## config.mk

```make
export PLATFORM = sky130hd
export DESIGN_NAME = cache_req_ctrl
export DESIGN_NICKNAME = d
export VERILOG_FILES = /design/src/rtl/cache_req_ctrl_pkg.sv /design/src/rtl/cache_req_ctrl_mem_align.sv /design/src/rtl/cache_req_ctrl.sv
export SDC_FILE = /design/constraint.sdc
export NUM_CORES = 1
export LEC_CHECK = 0
export ABC_AREA = 1
export CAP_MARGIN = 10
export CORE_AREA = 2 2 115 117
export CTS_CLUSTER_SIZE = 28
export DETAILED_ROUTE_END_ITERATION = 8
export DIE_AREA = 0 0 117 119
export PLACE_DENSITY = 0.8
export SYNTH_ARGS = -nofsm -noshare
export SYNTH_HDL_FRONTEND = slang
export SYNTH_SLANG_ARGS = --single-unit
```

## constraint.sdc

```tcl
create_clock -name clk -period 2 [get_ports clk]
set_clock_uncertainty 0.2 [all_clocks]
set_input_delay 0.4 -clock clk [delete_from_list [all_inputs] [get_ports clk]]
set_output_delay 0.4 -clock clk [all_outputs]
set_load 0.01 [all_outputs]
```

## src/rtl/cache_req_ctrl_pkg.sv

```systemverilog
// Shared encodings for the MEM-stage cache request controller:
// access sizes, FSM states and the alignment rule.
package cache_req_ctrl_pkg;

  localparam logic [1:0] SZ_BYTE = 2'd0;
  localparam logic [1:0] SZ_HALF = 2'd1;
  localparam logic [1:0] SZ_WORD = 2'd2;

  typedef enum logic [2:0] {
    IDLE   = 3'd0,
    ACCESS = 3'd1,
    RMW_RD = 3'd2,
    RMW_WR = 3'd3,
    RESP   = 3'd4
  } state_e;

  // A half must sit on an even byte; a word (size 3 counts as word) on a
  // multiple of four. Bytes can never be misaligned.
  function automatic logic is_misaligned(input logic [1:0] size,
                                         input logic [1:0] addr_lo);
    logic mis;
    case (size)
      SZ_BYTE: mis = 1'b0;
      SZ_HALF: mis = addr_lo[0];
      default: mis = (addr_lo != 2'b00);
    endcase
    return mis;
  endfunction

  // Byte and half stores cannot be written directly; they need a
  // read-modify-write of the containing word.
  function automatic logic is_sub_word(input logic [1:0] size);
    logic sub;
    case (size)
      SZ_BYTE: sub = 1'b1;
      SZ_HALF: sub = 1'b1;
      default: sub = 1'b0;
    endcase
    return sub;
  endfunction

endpackage

```

## src/rtl/cache_req_ctrl_mem_align.sv

```systemverilog
// Lane selection for little-endian sub-word accesses: extracts and extends
// load data from a cache word, and merges store data into a read word.
module mem_align
  import cache_req_ctrl_pkg::*;
(
  input  logic [1:0]  size,
  input  logic        sign_ext,
  input  logic [1:0]  addr_lo,
  input  logic [31:0] word_rdata,
  input  logic [31:0] store_data,
  output logic [31:0] load_data,
  output logic [31:0] merged_data
);

  logic [31:0] byte_shift_s;
  logic [31:0] half_shift_s;
  logic [31:0] byte_mask_s;
  logic [31:0] half_mask_s;
  logic [31:0] byte_ins_s;
  logic [31:0] half_ins_s;

  // Lane shifts and masks shared by the load and store paths.
  always_comb begin
    byte_shift_s = word_rdata >> {addr_lo, 3'b000};
    half_shift_s = word_rdata >> {addr_lo[1], 4'b0000};
    byte_mask_s  = 32'h0000_00FF << {addr_lo, 3'b000};
    half_mask_s  = 32'h0000_FFFF << {addr_lo[1], 4'b0000};
    byte_ins_s   = {24'h00_0000, store_data[7:0]} << {addr_lo, 3'b000};
    half_ins_s   = {16'h0000, store_data[15:0]} << {addr_lo[1], 4'b0000};
  end

  // Load path: shift the selected lane to bit 0, then zero/sign extend.
  always_comb begin
    load_data = word_rdata;
    case (size)
      SZ_BYTE: load_data = {{24{sign_ext & byte_shift_s[7]}}, byte_shift_s[7:0]};
      SZ_HALF: load_data = {{16{sign_ext & half_shift_s[15]}}, half_shift_s[15:0]};
      default: load_data = word_rdata;
    endcase
  end

  // Store path: replace only the addressed lane, keep the rest of the word.
  always_comb begin
    merged_data = store_data;
    case (size)
      SZ_BYTE: merged_data = (word_rdata & ~byte_mask_s) | (byte_ins_s & byte_mask_s);
      SZ_HALF: merged_data = (word_rdata & ~half_mask_s) | (half_ins_s & half_mask_s);
      default: merged_data = store_data;
    endcase
  end

endmodule

```

## src/rtl/cache_req_ctrl.sv

```systemverilog
// MEM-stage cache request controller: accepts one load/store at a time,
// drives the cache CPU port (with read-modify-write for sub-word stores),
// and returns one response pulse with aligned data or a misalignment error.
module cache_req_ctrl
  import cache_req_ctrl_pkg::*;
(
  input  logic        clk,
  input  logic        rst,
  input  logic        req_valid,
  output logic        req_ready,
  input  logic        req_we,
  input  logic [1:0]  req_size,
  input  logic        req_signed,
  input  logic [31:0] req_addr,
  input  logic [31:0] req_wdata,
  output logic        resp_valid,
  output logic [31:0] resp_rdata,
  output logic        resp_err,
  output logic        cache_read_en,
  output logic        cache_write_en,
  output logic [31:0] cache_addr,
  output logic [31:0] cache_wdata,
  input  logic [31:0] cache_rdata,
  input  logic        cache_stall
);

  state_e      state_r;
  state_e      state_next_s;
  logic [31:0] addr_r;
  logic        we_r;
  logic [1:0]  size_r;
  logic        signed_r;
  logic [31:0] wdata_r;
  logic [31:0] rdata_r;
  logic        err_r;
  logic        req_mis_s;
  logic        req_sub_s;
  logic [31:0] load_s;
  logic [31:0] merged_s;

  assign req_mis_s = is_misaligned(req_size, req_addr[1:0]);
  assign req_sub_s = is_sub_word(req_size);

  mem_align u_align (
    .size        (size_r),
    .sign_ext    (signed_r),
    .addr_lo     (addr_r[1:0]),
    .word_rdata  (cache_rdata),
    .store_data  (wdata_r),
    .load_data   (load_s),
    .merged_data (merged_s)
  );

  // State register; reset forces IDLE on the same edge.
  always_ff @(posedge clk) begin
    if (rst) begin
      state_r <= IDLE;
    end else begin
      state_r <= state_next_s;
    end
  end

  // Next-state decode; cache-facing states wait out cache_stall.
  always_comb begin
    state_next_s = state_r;
    case (state_r)
      IDLE: begin
        if (!req_valid) begin
          state_next_s = IDLE;
        end else if (req_mis_s) begin
          state_next_s = RESP;
        end else if (req_we && req_sub_s) begin
          state_next_s = RMW_RD;
        end else begin
          state_next_s = ACCESS;
        end
      end
      ACCESS:  state_next_s = cache_stall ? ACCESS : RESP;
      RMW_RD:  state_next_s = cache_stall ? RMW_RD : RMW_WR;
      RMW_WR:  state_next_s = cache_stall ? RMW_WR : RESP;
      RESP:    state_next_s = IDLE;
      default: state_next_s = IDLE;
    endcase
  end

  // Request latch and data capture: the request is frozen at acceptance,
  // load data is captured on the completing ACCESS edge, and the merged
  // word replaces the store data once the RMW read completes.
  always_ff @(posedge clk) begin
    if (rst) begin
      addr_r   <= 32'h0000_0000;
      we_r     <= 1'b0;
      size_r   <= SZ_BYTE;
      signed_r <= 1'b0;
      wdata_r  <= 32'h0000_0000;
      rdata_r  <= 32'h0000_0000;
      err_r    <= 1'b0;
    end else begin
      case (state_r)
        IDLE: begin
          if (req_valid) begin
            addr_r   <= req_addr;
            we_r     <= req_we;
            size_r   <= req_size;
            signed_r <= req_signed;
            wdata_r  <= req_wdata;
            rdata_r  <= 32'h0000_0000;
            err_r    <= req_mis_s;
          end
        end
        ACCESS: begin
          if (!cache_stall && !we_r) begin
            rdata_r <= load_s;
          end
        end
        RMW_RD: begin
          if (!cache_stall) begin
            wdata_r <= merged_s;
          end
        end
        default: begin
          rdata_r <= rdata_r;
        end
      endcase
    end
  end

  // Output decode from the registered state and request latches.
  always_comb begin
    req_ready      = 1'b0;
    resp_valid     = 1'b0;
    resp_rdata     = 32'h0000_0000;
    resp_err       = 1'b0;
    cache_read_en  = 1'b0;
    cache_write_en = 1'b0;
    case (state_r)
      IDLE:   req_ready = 1'b1;
      ACCESS: begin
        cache_read_en  = ~we_r;
        cache_write_en = we_r;
      end
      RMW_RD: cache_read_en  = 1'b1;
      RMW_WR: cache_write_en = 1'b1;
      RESP: begin
        resp_valid = 1'b1;
        resp_rdata = rdata_r;
        resp_err   = err_r;
      end
      default: req_ready = 1'b0;
    endcase
  end

  assign cache_addr  = {addr_r[31:2], 2'b00};
  assign cache_wdata = wdata_r;

endmodule

```

==> results of run 1 <==
## path summary, 6_finish.rpt
kind | start | endpoint | slack [ps]
setup / recovery | state_r[1] | resp_rdata[4] | -170
hold / removal | addr_r[2] | addr_r[2] | 260
setup reg to reg | size_r[1] | flop | 50
hold reg to reg | addr_r[2] | addr_r[2] | 260
## kinds of logic after synthesis
family / Yosys count
DFF: 104
and+or+nand+nor: 433
other: 1
buffers and inverters: 157
AOI/OAI and AO/OA: 187
## report_power, final
part	leakage (nW)	switching (W)	total, W	internal (W)
registers	0.854	0.000101	0.00231	0.00221
clock network	0.146	0.000810	0.00183	0.00102
logic	2.34	0.000806	0.00153	0.000727
## through the flow
step / hold WS [ps] / setup WS, ps / utilization [%] / TNS [ps] / cells
finish: 263 / -170 / 65.1 / -2460 / 1250
global route: 280 / -206 / 65.1 / -4010 / 1250
CTS: 265 / -187 / 63.3 / -3180 / 1249
detailed placement: 255 / -145 / 60.1 / -5950 / 1222
global placement: 249 / -93.3 / 60.1 / -2960 / 1222
floorplan: 244 / 131 / - / 0 / 883
## cell type report
cell class | count | area (sq um)
Fill cell | 1154 | 4490
Multi-Input combinational cell | 622 | 2930
Timing Repair Buffer | 254 | 2520
Sequential cell | 104 | 2090
Inverter | 78 | 315
Clock buffer | 11 | 243
Tap cell | 176 | 220
Clock inverter | 5 | 63.8
## cells in the final DEF, fill, tap and decap left out, types with 2 or more instances in the layout
| cell | count |
|---|---|
| nand3_2 | 4 |
| o21ai_0 | 35 |
| inv_1 | 68 |
| nor2_2 | 10 |
| buf_16 | 3 |
| nor2_1 | 61 |
| clkdlybuf4s50_1 | 163 |
| nor2_4 | 18 |
| conb_1 | 2 |
| buf_6 | 24 |
| buf_8 | 2 |
| nand3_1 | 59 |
| buf_12 | 7 |
| nand2_1 | 260 |
| nor3_1 | 3 |
| a21oi_1 | 136 |
| buf_2 | 19 |
| buf_4 | 33 |
| o211ai_1 | 6 |
| clkbuf_16 | 9 |
| nand2_2 | 8 |
| inv_2 | 4 |
| clkinv_4 | 2 |
| o22ai_1 | 7 |
| dfxtp_1 | 98 |
| or2_2 | 6 |
| inv_4 | 4 |
| dfxtp_2 | 5 |
## repair_timing
action	in CTS	in global routing
gates resized for setup	180	64
hold buffers	0	0
pin swaps	2	6
endpoints found under the setup margin	41	77
buffers inserted	8	1
gates cloned	3	0
## per-layer routing
layer / vias up / global-route usage (%) / share of wire (%)
met5: - / 0 / 0
met4: 0 / 8.09 / 2.4
met3: 37 / 4.33 / 7.7
met2: 291 / 43.6 / 49
met1: 2891 / 34.8 / 41
li1: 3160 / - / -
## critical path: cells and delay by family, from the launching register on
family	cells	cell delay [ps]
buffers and inverters	5	590
DFF	1	360
and+or+nand+nor	2	270
==> flow_summary_export.csv, run 1 <==
group,metric,value,unit
synthesis,synth_area,0.00558,sq mm
synthesis,ys_seq_elements,104,
routing,drc_errors,0,
cts,cts.sink_count,104,
critical_path,path_class,"flop to primary output",
synthesis,yosysTopAreaCellShare,37.3,%
routing,first_pass_iters,6,
synthesis,synth_edf_count,0,
synthesis,synthTopCellsByCount,"nand2_1, a21oi_1, dfxtp_1, nor2_1, inv_1",
sta,slew_headroom,64.3,%
critical_path,crit_path_max_fanout,7,
floorplanning,fp.dieH,119,microns
critical_path,rr_worst_depth,8,
synthesis,syn_inst,882,
routing,vias,6379,
global_routing,grt_pass1_vias,5629,
power_and_ir_drop,p_leak,3.34,nW
sta,hold_viol_final,0,
sta,fin_ws,-170,ps
synthesis,synth_top_family_by_area,"simple AND/OR/NAND/NOR gates",
floorplanning,start_util,43.4,%
critical_path,critPathLaunchType,"flop",
floorplanning,die_w,117,microns
power_and_ir_drop,irDropWorstVdd,0.000385,V
critical_path,path_common_cell,"buf_6",
global_routing,grt_pass1_wl,28.7,mm
synthesis,synth.area.top_cells,"dfxtp_1, nand2_1, a21oi_1",
synthesis,async_reset_ff_share,0,%
place,numPortBuffers,202,
sta,slew_viol_final,0,
synthesis,synth_seq_area_share,37.3,%
cells_and_area,nets,1173,
cts,cts_buffer_depth,2,
power_and_ir_drop,powerDensity,675,mW/mm^2
synthesis,synth-simple-area-share,31.8,%
sta,setup_viol,33,
global_routing,grt_usage,26.3,%
sta,worst_pin_slew,534,ps
floorplanning,ios,205,
cts,cts_tree,"built",
critical_path,worstPathCellList,"nor3_4 > buf_6 > inv_12 > buf_16 > buf_6 > nor2_2 > buf_2",
hold_path,hold_path.class,"flop to flop",
cts,htreeDepth,3,
synthesis,synth.most_common_cell,"nand2_1",
place,post_dp_cell_area,0.00774,sq mm
synthesis,syn_avg_cell_area,6.33,sq um
cells_and_area,area_growth,50.2,%
sta,min_period_over_period,108,%
global_routing,antenna_found_initial,0,
critical_path,slowest_delay,360,ps
routing,post_drt_wl_per_cell,15.0,microns
critical_path,worstPathRequired,1400,ps
cells_and_area,finalInstanceArea,0.00839,sq mm
sta,rsz0062_at_grt,"true",
run_status,violations,"negative setup slack",
sta,fmax,461,MHz
cts,clkTransAtPathRegs,70,ps
place,hpwl,13.4,mm
routing,wl,18.8,mm
place,gp_congestion,0.944,
sta,fin_crit,2170,ps
synthesis,synth_compound_area_share,17.3,%
routing,via_per_inst,5.10,
global_routing,grt-ovfl-total,0,
routing,drt_iter0_drc,531,
power_and_ir_drop,p_total,0.00567,W
run_status,status,"finished with violations",
synthesis,post_synth_mux_area_share,0,%
critical_path,crit_arrival,1570,ps
floorplanning,coreArea,0.0129,sq mm
run,drv_cap,0,
cts,cts-root-buf,"clkbuf_16",
floorplanning,rows,42,
synthesis,synth_area_leader_cell,"dfxtp_1",
cells_and_area,drive_above_1_share,15.7,%
synthesis,synth-xor-area-share,0,%
synthesis,synth_cell_type_count,28,
global_routing,grt_max_degree,87,
synthesis,synth_flop_cell,"dfxtp_1",
routing,antenna_left,0,
hold_path,whs_path_depth,2,
cts,clock_latency,350,ps
synthesis,yosysWarnings,0,
cells_and_area,n_antenna_cell,0,
cts,cts_made_buffers,9,
floorplanning,dieArea,0.0139,sq mm
synthesis,synthAdderAreaFrac,0,%
critical_path,cp-end-kind,"primary output",
critical_path,critical-path-slowest-cell,"dfxtp_4",
Note: power is estimated with default switching activity, not from simulation.
==> inputs of run 2 (changes only) <==
CORE_AREA = 2 2 130 94   (was 2 2 115 117)
DIE_AREA = 0 0 132 96   (was 0 0 117 119)
DONT_BUFFER_PORTS = 1   (was unset)
PLACE_DENSITY = unset   (was 0.8)
==> run 2 against run 1 <==
  * The run ends with negative hold slack, negative setup slack left
  * Clock-buffer cell count stayed put
  * Worst setup slack better by 120 ps
  * Register-to-register slack improved by 70 ps
  * Core utilization is 9.2 points lower
  * Total power decreased by 12%
  * Non-clock buffer count is 186 lower
  * First-iteration DRC count shrank 4.3%
  * Combinational power down 38%
  * Critical path depth fell by 2
  * Die area shrank 9.0%
  * Cell area fell by 24%
  * Clock power down 8%
==> flow_summary_export.csv, run 2 (same netlist as run 1, synthesis figures left out) <==
group,metric,value,unit
cts,htreeDepth,3,
critical_path,crit_path_max_fanout,8,
routing,drc_errors,0,
floorplanning,coreArea,0.0114,sq mm
routing,vias,5587,
critical_path,cp-end-kind,"primary output",
power_and_ir_drop,p_leak,2.54,nW
place,numPortBuffers,0,
critical_path,crit_arrival,1450,ps
sta,slew_viol_final,0,
critical_path,timing.rr.start,"state_r[2]",
floorplanning,fp.dieH,96,microns
sta,rsz0062_at_grt,"true",
place,gp_congestion,0.995,
global_routing,grt.met1_usage,37.4,%
floorplanning,rows,33,
critical_path,rr_worst_depth,10,
critical_path,slowest_delay,360,ps
critical_path,path_class,"flop to primary output",
global_routing,antenna_found_initial,0,
cells_and_area,finalInstanceArea,0.00639,sq mm
cells_and_area,nets,987,
run,drv_cap,0,
global_routing,grtUsageMet2,42.4,%
routing,antenna_left,0,
critical_path,critical-path-slowest-cell,"dfxtp_4",
place,pre_cts_ws,168,ps
routing,wl,18.0,mm
critical_path,critPathLaunchType,"flop",
routing,drt_iter0_drc,508,
cts,clkTransAtPathRegs,70,ps
sta,tns,-862,ps
cells_and_area,n_antenna_cell,0,
sta,whs,-90.3,ps
routing,via_per_inst,5.35,
sta,setup_viol,31,
cts,cts_made_buffers,9,
cts,clock_latency,350,ps
hold_path,hold_path.class,"primary input to flop",
cells_and_area,area_growth,14.5,%
sta,hold_viol_final,86,
floorplanning,die_w,132,microns
cts,cts-root-buf,"clkbuf_16",
place,hpwl,13.4,mm
global_routing,grt_pass1_wl,27.3,mm
cells_and_area,drive_above_1_share,16.2,%
cts,cts.sink_count,104,
critical_path,cp-endpoint,"resp_rdata[2]",
run_status,violations,"negative hold slack, negative setup slack",
global_routing,grt-ovfl-total,0,
routing,post_drt_wl_per_cell,17.3,microns
critical_path,cp.buffers_inverters,3,
sta,fin_crit,2050,ps
sta,min_period_over_period,102,%
cells_and_area,final_common_cell,"nand2_1",
critical_path,worstSetupStartpoint,"state_r[1]",
floorplanning,start_util,48.8,%
power_and_ir_drop,irDropWorstVdd,0.000443,V
power_and_ir_drop,powerDensity,783,mW/mm^2
global_routing,grt_busiest_layer,"met2",
routing,first_pass_iters,6,
floorplanning,ios,205,
cts,cts_buffer_depth,2,
critical_path,critPathTopFamily,"buffers and inverters",
cells_and_area,fillers,1160,
global_routing,grt_max_degree,88,
sta,fmax,488,MHz
critical_path,rrSetupSlack,120,ps
global_routing,grt_pass1_vias,5054,
cells_and_area,final_cell_mix,"nand2_1, a21oi_1, dfxtp_1, inv_1, nor2_1",
global_routing,grt_usage,27.7,%
critical_path,worstPathRequired,1400,ps
critical_path,worst-path-stages,5,
place,post_dp_cell_area,0.00581,sq mm
cts,cts_tree,"built",
sta,fin_ws,-48.3,ps
power_and_ir_drop,p_total,0.00501,W
floorplanning,dieArea,0.0127,sq mm
critical_path,worstPathCellList,"nor3_4 > inv_4 > clkbuf_16 > nor2_1 > buf_4",
global_routing,grt_use_met3,9.48,%
run_status,status,"finished with violations",
[run 2: cell count changes in the layout (fill, tap and decap cells not counted), moves of 2 or more]
cell,before,now
nor2_1,61,63
buf_8,2,0
buf_4,33,54
buf_12,7,4
buf_16,3,1
clkdlybuf4s50_1,163,0
buf_2,19,0
nor2_2,10,21
dfxtp_1,98,101
dfxtp_2,5,1
nand2_2,8,6
clkbuf_16,9,11
nor2_4,18,5
buf_6,24,7
[run 2: cell type report]
cell class	instances	area, sq um	share of cell area (%)
inverters	78	309	4.83
multi-input cells	622	2870	44.9
clock inverters	5	41.3	0.646
flip-flops and latches	104	2090	32.7
well taps	157	196	3.07
repair buffers	68	642	10.0
clock buffers	11	243	3.80
[run 2: metal layers]
| metal | wire length, microns | share of wire, % | vias to the layer above |
|---|---|---|---|
| li1 | - | - | 2785 |
| met1 | 8250 | 46 | 2527 |
| met2 | 7690 | 43 | 251 |
| met3 | 1760 | 9.7 | 24 |
| met4 | 340 | 1.9 | 0 |
| met5 | 0 | 0 | - |
[run 2: worst min path at each step]
stage	from	to	cells after the start
after floorplan	rdata_r[0]	rdata_r[0]	2
after global placement	rdata_r[16]	rdata_r[16]	2
after detailed placement	rdata_r[10]	rdata_r[10]	2
after CTS	rst	addr_r[11]	1
after global routing	rst	addr_r[8]	1
final	rst	addr_r[9]	1
[run 2: what timing repair did]
item | 4_1_cts | 5_1_grt
setup endpoints to repair | 33 | 93
cloned | 1 | 2
endpoints found under the hold margin | 86 | 86
buffers inserted | 7 | 2
gates resized for setup | 25 | 32
pin swaps | 1 | 1
[run 2: per-stage QoR]
stage / hold WS (ps) / util [%] / cells
floorplan: 244 / - / 883
global placement: 246 / 50.8 / 1019
detailed placement: 251 / 50.8 / 1019
CTS: -95.3 / 54.5 / 1042
global route: -105 / 55.9 / 1045
finish: -90.3 / 55.9 / 1045
[run 2: power breakdown]
group	internal [W]	switching [W]
clock	0.000890	0.000794
combinational	0.000335	0.000609
sequential	0.00220	0.000178
total	0.00343	0.00158
==> inputs of run 3 (changes only) <==
ABC_CLOCK_PERIOD_IN_PS = 2000   (was unset)
==> results of run 3 <==
Same layout as run 2: the final DEF is identical, and so are final timing and power.
